==> src/rtl/bpu_pkg.sv <==
// Shared definitions for the branch prediction unit: counter encodings and
// RISC-V opcode constants used by fetch/decode stages that feed the predictor.
package bpu_pkg;

  // 2-bit saturating direction counter states.
  typedef enum logic [1:0] {
    CntSnt = 2'b00,
    CntWnt = 2'b01,
    CntWt  = 2'b10,
    CntSt  = 2'b11
  } cnt_e;

  localparam logic [31:0] InstrNop  = 32'h0000_0013;  // addi x0, x0, 0
  localparam logic [6:0]  OpcBranch = 7'b110_0011;
  localparam logic [6:0]  OpcJal    = 7'b110_1111;
  localparam logic [6:0]  OpcJalr   = 7'b110_0111;

  // Sequential fall-through address, wraps modulo 2^32.
  function automatic logic [31:0] pc_plus4(input logic [31:0] pc);
    return pc + 32'd4;
  endfunction

endpackage

==> src/rtl/branch_predict_unit_if.sv <==
// Fetch-side prediction and EX-side resolution signals of the branch predictor.
// master: the pipeline driving fetch/resolve info; slave: the predictor.
interface branch_predict_unit_if #(
  parameter int unsigned HIST_LEN = 6
);
  logic [31:0]         if_pc;
  logic                if_valid;
  logic                pred_taken;
  logic [31:0]         pred_target;
  logic [HIST_LEN-1:0] pred_ghr;

  logic                ex_valid;
  logic [31:0]         ex_pc;
  logic [31:0]         ex_target;
  logic                ex_is_branch;
  logic                ex_is_jump;
  logic                ex_taken;
  logic                ex_pred_taken;
  logic [31:0]         ex_pred_target;
  logic [HIST_LEN-1:0] ex_ghr;

  logic                flush;
  logic [31:0]         redirect_pc;
  logic [31:0]         stat_branches;
  logic [31:0]         stat_mispredicts;

  modport master (
    output if_pc, if_valid, ex_valid, ex_pc, ex_target, ex_is_branch, ex_is_jump,
           ex_taken, ex_pred_taken, ex_pred_target, ex_ghr,
    input  pred_taken, pred_target, pred_ghr, flush, redirect_pc, stat_branches,
           stat_mispredicts
  );

  modport slave (
    input  if_pc, if_valid, ex_valid, ex_pc, ex_target, ex_is_branch, ex_is_jump,
           ex_taken, ex_pred_taken, ex_pred_target, ex_ghr,
    output pred_taken, pred_target, pred_ghr, flush, redirect_pc, stat_branches,
           stat_mispredicts
  );
endinterface

==> src/rtl/bpu_sat_counter.sv <==
// Next-state of a 2-bit saturating direction counter (bounded at SNT and ST).
module bpu_sat_counter
  import bpu_pkg::*;
(
  input  cnt_e cnt_i,
  input  logic inc_i,
  output cnt_e cnt_o
);

  // Step toward taken or not-taken, holding at the bounds.
  always_comb begin
    cnt_o = cnt_i;
    if (inc_i && (cnt_i != CntSt)) begin
      cnt_o = cnt_e'(cnt_i + 2'd1);
    end else if (!inc_i && (cnt_i != CntSnt)) begin
      cnt_o = cnt_e'(cnt_i - 2'd1);
    end
  end

endmodule

==> src/rtl/branch_predict_unit.sv <==
// Gshare-style direction predictor with a direct-mapped BTB. Prediction is
// combinational from if_pc; training and recovery happen from EX resolution.
module branch_predict_unit
  import bpu_pkg::*;
#(
  parameter int unsigned ENTRIES  = 64,
  parameter int unsigned HIST_LEN = 6
) (
  input logic                  clk,
  input logic                  reset,
  branch_predict_unit_if.slave bus
);

  localparam int unsigned Idx  = $clog2(ENTRIES);
  localparam int unsigned TagW = 30 - Idx;

  typedef logic [Idx-1:0]  idx_t;
  typedef logic [TagW-1:0] tag_t;

  logic                btb_valid_q  [ENTRIES];
  tag_t                btb_tag_q    [ENTRIES];
  logic [31:0]         btb_target_q [ENTRIES];
  logic                btb_jump_q   [ENTRIES];
  cnt_e                cnt_q        [ENTRIES];
  logic [HIST_LEN-1:0] ghr_q, ghr_d;
  logic [31:0]         stat_branches_q, stat_mispredicts_q;

  idx_t if_idx, if_pidx, ex_idx, ex_pidx;
  tag_t if_tag, ex_tag;
  logic hit, pred_taken, flush;
  logic ex_wr_btb, ex_upd_cnt, ex_ctrl;
  cnt_e cnt_upd;

  assign if_idx  = bus.if_pc[Idx+1:2];
  assign if_tag  = bus.if_pc[31:Idx+2];
  assign if_pidx = if_idx ^ idx_t'(ghr_q);
  assign ex_idx  = bus.ex_pc[Idx+1:2];
  assign ex_tag  = bus.ex_pc[31:Idx+2];
  assign ex_pidx = ex_idx ^ idx_t'(bus.ex_ghr);

  assign hit        = btb_valid_q[if_idx] && (btb_tag_q[if_idx] == if_tag);
  assign pred_taken = hit && (btb_jump_q[if_idx] || (cnt_q[if_pidx] >= CntWt));

  assign flush = bus.ex_valid && ((bus.ex_taken != bus.ex_pred_taken) ||
                                  (bus.ex_taken && (bus.ex_target != bus.ex_pred_target)));

  assign ex_wr_btb  = bus.ex_valid && bus.ex_taken;
  assign ex_upd_cnt = bus.ex_valid && bus.ex_is_branch;
  assign ex_ctrl    = bus.ex_valid && (bus.ex_is_branch || bus.ex_is_jump);

  assign bus.pred_taken       = pred_taken;
  assign bus.pred_target      = pred_taken ? btb_target_q[if_idx] : pc_plus4(bus.if_pc);
  assign bus.pred_ghr         = ghr_q;
  assign bus.flush            = flush;
  assign bus.redirect_pc      = bus.ex_taken ? bus.ex_target : pc_plus4(bus.ex_pc);
  assign bus.stat_branches    = stat_branches_q;
  assign bus.stat_mispredicts = stat_mispredicts_q;

  bpu_sat_counter u_sat_counter (
    .cnt_i (cnt_q[ex_pidx]),
    .inc_i (bus.ex_taken),
    .cnt_o (cnt_upd)
  );

  // Speculative history shift on predicted conditional branches; recovery wins.
  always_comb begin
    ghr_d = ghr_q;
    if (bus.if_valid && hit && !btb_jump_q[if_idx]) begin
      ghr_d    = ghr_q << 1;
      ghr_d[0] = pred_taken;
    end
    if (flush) begin
      if (bus.ex_is_branch) begin
        ghr_d    = bus.ex_ghr << 1;
        ghr_d[0] = bus.ex_taken;
      end else begin
        ghr_d = bus.ex_ghr;
      end
    end
  end

  // Reset-visible predictor state: valid bits, counters, history.
  always_ff @(posedge clk) begin
    if (!reset) begin
      for (int i = 0; i < ENTRIES; i++) begin
        btb_valid_q[i] <= 1'b0;
        cnt_q[i]       <= CntWnt;
      end
      ghr_q <= '0;
    end else begin
      ghr_q <= ghr_d;
      if (ex_upd_cnt) cnt_q[ex_pidx] <= cnt_upd;
      if (ex_wr_btb) btb_valid_q[ex_idx] <= 1'b1;
    end
  end

  // BTB payload; only meaningful behind a valid bit, so no reset needed.
  always_ff @(posedge clk) begin
    if (reset && ex_wr_btb) begin
      btb_tag_q[ex_idx]    <= ex_tag;
      btb_target_q[ex_idx] <= bus.ex_target;
      btb_jump_q[ex_idx]   <= bus.ex_is_jump;
    end
  end

  // Saturating event counters.
  always_ff @(posedge clk) begin
    if (!reset) begin
      stat_branches_q    <= '0;
      stat_mispredicts_q <= '0;
    end else begin
      if (ex_ctrl && (stat_branches_q != '1)) stat_branches_q <= stat_branches_q + 32'd1;
      if (flush && (stat_mispredicts_q != '1)) stat_mispredicts_q <= stat_mispredicts_q + 32'd1;
    end
  end

endmodule

==> src/flat_wrapper.sv <==
// flat-port wrapper written by rule: the top's interface ports become plain ports
module branch_predict_unit_flat import bpu_pkg::*;
#(
  parameter int unsigned ENTRIES  = 64,
  parameter int unsigned HIST_LEN = 6
)
  (clk, reset, bus_if_pc, bus_if_valid, bus_ex_valid, bus_ex_pc, bus_ex_target, bus_ex_is_branch, bus_ex_is_jump, bus_ex_taken, bus_ex_pred_taken, bus_ex_pred_target, bus_ex_ghr, bus_pred_taken, bus_pred_target, bus_pred_ghr, bus_flush, bus_redirect_pc, bus_stat_branches, bus_stat_mispredicts);
  branch_predict_unit_if #(.HIST_LEN(HIST_LEN)) bus_i ();
  input logic clk;
  input logic reset;
  input wire logic [$bits(bus_i.if_pc)-1:0] bus_if_pc;
  input wire logic [$bits(bus_i.if_valid)-1:0] bus_if_valid;
  input wire logic [$bits(bus_i.ex_valid)-1:0] bus_ex_valid;
  input wire logic [$bits(bus_i.ex_pc)-1:0] bus_ex_pc;
  input wire logic [$bits(bus_i.ex_target)-1:0] bus_ex_target;
  input wire logic [$bits(bus_i.ex_is_branch)-1:0] bus_ex_is_branch;
  input wire logic [$bits(bus_i.ex_is_jump)-1:0] bus_ex_is_jump;
  input wire logic [$bits(bus_i.ex_taken)-1:0] bus_ex_taken;
  input wire logic [$bits(bus_i.ex_pred_taken)-1:0] bus_ex_pred_taken;
  input wire logic [$bits(bus_i.ex_pred_target)-1:0] bus_ex_pred_target;
  input wire logic [$bits(bus_i.ex_ghr)-1:0] bus_ex_ghr;
  output wire logic [$bits(bus_i.pred_taken)-1:0] bus_pred_taken;
  output wire logic [$bits(bus_i.pred_target)-1:0] bus_pred_target;
  output wire logic [$bits(bus_i.pred_ghr)-1:0] bus_pred_ghr;
  output wire logic [$bits(bus_i.flush)-1:0] bus_flush;
  output wire logic [$bits(bus_i.redirect_pc)-1:0] bus_redirect_pc;
  output wire logic [$bits(bus_i.stat_branches)-1:0] bus_stat_branches;
  output wire logic [$bits(bus_i.stat_mispredicts)-1:0] bus_stat_mispredicts;
  assign bus_i.if_pc = bus_if_pc;
  assign bus_i.if_valid = bus_if_valid;
  assign bus_i.ex_valid = bus_ex_valid;
  assign bus_i.ex_pc = bus_ex_pc;
  assign bus_i.ex_target = bus_ex_target;
  assign bus_i.ex_is_branch = bus_ex_is_branch;
  assign bus_i.ex_is_jump = bus_ex_is_jump;
  assign bus_i.ex_taken = bus_ex_taken;
  assign bus_i.ex_pred_taken = bus_ex_pred_taken;
  assign bus_i.ex_pred_target = bus_ex_pred_target;
  assign bus_i.ex_ghr = bus_ex_ghr;
  assign bus_pred_taken = bus_i.pred_taken;
  assign bus_pred_target = bus_i.pred_target;
  assign bus_pred_ghr = bus_i.pred_ghr;
  assign bus_flush = bus_i.flush;
  assign bus_redirect_pc = bus_i.redirect_pc;
  assign bus_stat_branches = bus_i.stat_branches;
  assign bus_stat_mispredicts = bus_i.stat_mispredicts;
  branch_predict_unit #(.ENTRIES(ENTRIES), .HIST_LEN(HIST_LEN)) u_core (.clk(clk), .reset(reset), .bus(bus_i));
endmodule
==> config.mk <==
export PLATFORM = sky130hd
export DESIGN_NAME = branch_predict_unit_flat
export DESIGN_NICKNAME = d
export VERILOG_FILES = /design/src/rtl/bpu_pkg.sv /design/src/rtl/branch_predict_unit_if.sv /design/src/rtl/bpu_sat_counter.sv /design/src/rtl/branch_predict_unit.sv /design/src/flat_wrapper.sv
export SDC_FILE = /design/constraint.sdc
export NUM_CORES = 2
export LEC_CHECK = 0
export CORE_MARGIN = 5
export CORE_UTILIZATION = 58
export CTS_BUF_LIST = sky130_fd_sc_hd__clkbuf_4 sky130_fd_sc_hd__clkbuf_8 sky130_fd_sc_hd__clkbuf_16
export DETAILED_ROUTE_END_ITERATION = 12
export GPL_ROUTABILITY_DRIVEN = 0
export PLACE_DENSITY = 0.75
export SETUP_SLACK_MARGIN = 0.3
export SYNTH_ARGS = -nofsm -noshare
export SYNTH_HDL_FRONTEND = slang
export SYNTH_SLANG_ARGS = --single-unit
==> constraint.sdc <==
create_clock -name clk -period 20.8 [get_ports clk]
set_input_delay 5.2 -clock clk [delete_from_list [all_inputs] [get_ports clk]]
set_output_delay 5.2 -clock clk [all_outputs]
set_load 0.01 [all_outputs]
==> impl_metrics.ini <==
[synthesis]
synth.area.top_cells = edfxtp_1 (73%), mux4_2 (16%), dfxtp_1 (1.7%)
synth_area_sq_um = 154000
synthFlopType = edfxtp_1
syn_inst = 7274
synth_commonest_cells = edfxtp_1 (3776), mux4_2 (1065), nand2_1 (356), nor2_1 (202), clkbuf_1 (192)
ys_seq_area_frac = 0.751
syn_avg_cell_area_sq_um = 21.2
synth_top_area_frac = 0.734
async_flop_share = 0
synth_nets = 7422
yosysTopAreaCell = edfxtp_1
yosysUniqueCellTypes = 83
ys.warnings.count = 0
synth_edf_count = 3776
yosysMostFrequentCell = edfxtp_1
synth-seq-cells = 3910

[clock_network]
h-tree-depth = 5
cts_max_path_buffers = 4
ctsResizeCount = 0
clockRootBuffer = clkbuf_16
cts_buffers = 387
clk_pin_slew_ns = 0.06
numClockSinks = 3910
clock_latency_ns = 1.00
cts_hold_buffers = 0
cts_setup_buffers = 0
cts_tree = yes

[critical_path]
cp-startpoint = bus_if_pc[2]
reg2reg_from = u_core.btb_tag_q[0][2]
cpPeakStageDelay_ns = 0.97
crit_type = in2out
arrival_ns = 11.67
cp-start-kind = input pin
critPathMaxFanout = 89
cp.required_ns = 15.60
path_buf_inv = 4
critical-path-top-delay-family = buffers and inverters
cpMostUsedCell = nand4_1
worstSetupEndpointType = primary output
worstPathCellList = buf_16 > buf_12 > mux4_2 > a22o_1 > a2111oi_2 > or4_1 > nand4_1 > o21ai_0 > nand4_1 > nor4_4 > buf_4 > mux2_1 > clkdlybuf4s50_1
crit_slowest_cell = o21ai_0

[place]
dp_hpwl_mm = 266
port_buffers = 277
dp.cells = 11000

[finish]
register_area_sq_um = 116000
area_growth_pct = 13.2
drive_above_1_share = 0.272
fillCellCount = 16200
nets = 7965
fin_util = 0.660
finalNonFillerCells = 11700
multiInputGateArea_sq_um = 36900

[floorplanning]
die_h_um = 526
initial_utilization = 0.583
coreArea_sq_um = 265000
die_w_um = 526
die-area_sq_um = 277000
ios = 278
rows = 189

[global_routing]
grt_pass1_wl_mm = 668
grt_antenna_before_repair = 37
globalRouteTotalUtil = 0.350
gr-total-overflow = 0
grt_max_degree = 167
grt_pass1_vias = 83900

[sta]
finalSetupViolations = 0
finalCriticalPeriod_ns = 16.87
clock_skew_ns = 0.0480
slew_headroom = 0.0374
whs_ns = 0.448
period_share = 0.811
rsz0062_at_grt = no
drv_slew = 0
tightest_slew_ns = 1.44
fmax_mhz = 59.3
final.setup.tns_ns = 0
hold_viol = 0

[run_status]
run_status = finished clean

[power_and_ir_drop]
finalPower_w = 0.0167
p_leak_nw = 55.8
irDropWorstVdd_v = 0.0000827
p_per_area_nw_per_um2 = 95.6

[detailed_routing]
wire_per_inst_um = 41.6
drc = 0
drtAntennaViolNets = 0
vias = 85000
wirelength_mm = 486
vias_per_cell = 7.29
first_iter_violations = 15700
dr.pass1.iters = 7

[min_path]
worstHoldStart = u_core.btb_valid_q[41]
min_path_type = reg2reg

[flow_run]
maxCapViolations = 0
==> cell usage in the layout (no fill, tap or decap), types with 65 or more instances in the layout <==
master and instances:
nand3_1 164, clkinv_1 69, buf_4 274, nor2_1 139, and2_1 66, clkinv_2 67, clkbuf_16 392, nand2_1 356
xor2_1 72, dfxtp_1 134, clkbuf_4 69, xnor2_1 101, mux2i_1 136, clkdlybuf4s50_1 212, a21o_1 65, edfxtp_1 3776
mux4_2 1065
==> through the flow <==
| stage | instance area [sq um] | worst slack, ns |
|---|---|---|
| after detailed placement | 162000 | 4.16 |
| after CTS | 175000 | 4.07 |
| after global placement | 162000 | 3.27 |
| after global routing | 175000 | 3.79 |
| after floorplan | 154000 | 6.54 |
| final | 175000 | 3.93 |
==> layer usage <==
metal | GRT usage | wire length [um]
met1 | 0.454 | 154000
met2 | 0.522 | 219000
met3 | 0.110 | 73400
met4 | 0.216 | 38700
met5 | 0 | 91
==> cells by family (layout without fill, tap and decap cells) <==
logic type	count (synthesis)	count (layout)	share of synthesized area
DFF	3910	3910	0.751
muxes	1288	1288	0.172
and+or+nand+nor	1045	1045	0.0324
buffers and inverters	427	1264	0.0140
AOI/OAI and AO/OA	418	418	0.0194
xor gates and xnor gates	180	180	0.0102
adders and majority gates	6	6	0.000486
other	0	24	0
==> state kept, by name, indices dropped and copies added (netlist names) <==
name and count:
u_core.btb_tag_q 1536, u_core.btb_jump_q 64, u_core.bus.pred_ghr 6, u_core.cnt_q 128
u_core.bus.stat_branches 32, u_core.btb_valid_q 64, u_core.btb_target_q 2048, u_core.bus.stat_mispredicts 32
==> area by class of cell <==
type / count / area share
Sequential cell: 3910 / 0.664
Tap cell: 3533 / 0.0253
Clock buffer: 470 / 0.0597
Multi-Input combinational cell: 2937 / 0.211
Clock inverter: 213 / 0.0126
Inverter: 22 / 0.000529
Timing Repair Buffer: 559 / 0.0271
Antenna cell: 24 / 0.000343
==> final timing paths <==
path	endpoint	slack (ns)	depth (start not counted)
worst max-delay path	bus_pred_target[30]	3.93	13
worst min-delay path	u_core.btb_valid_q[41]	0.45	1
worst max register to register	u_core.bus.pred_ghr[3]	15.55	10
worst min register to register	u_core.btb_valid_q[41]	0.45	1
==> report_power, final <==
group	internal (W)	switching [W]	leakage, nW
Clock	0.00410	0.00296	6.28
Combinational	0.000360	0.000640	14.4
Sequential	0.00865	0.0000113	35.1
Total	0.0131	0.00361	55.8
(Power assumes the default switching activity.)
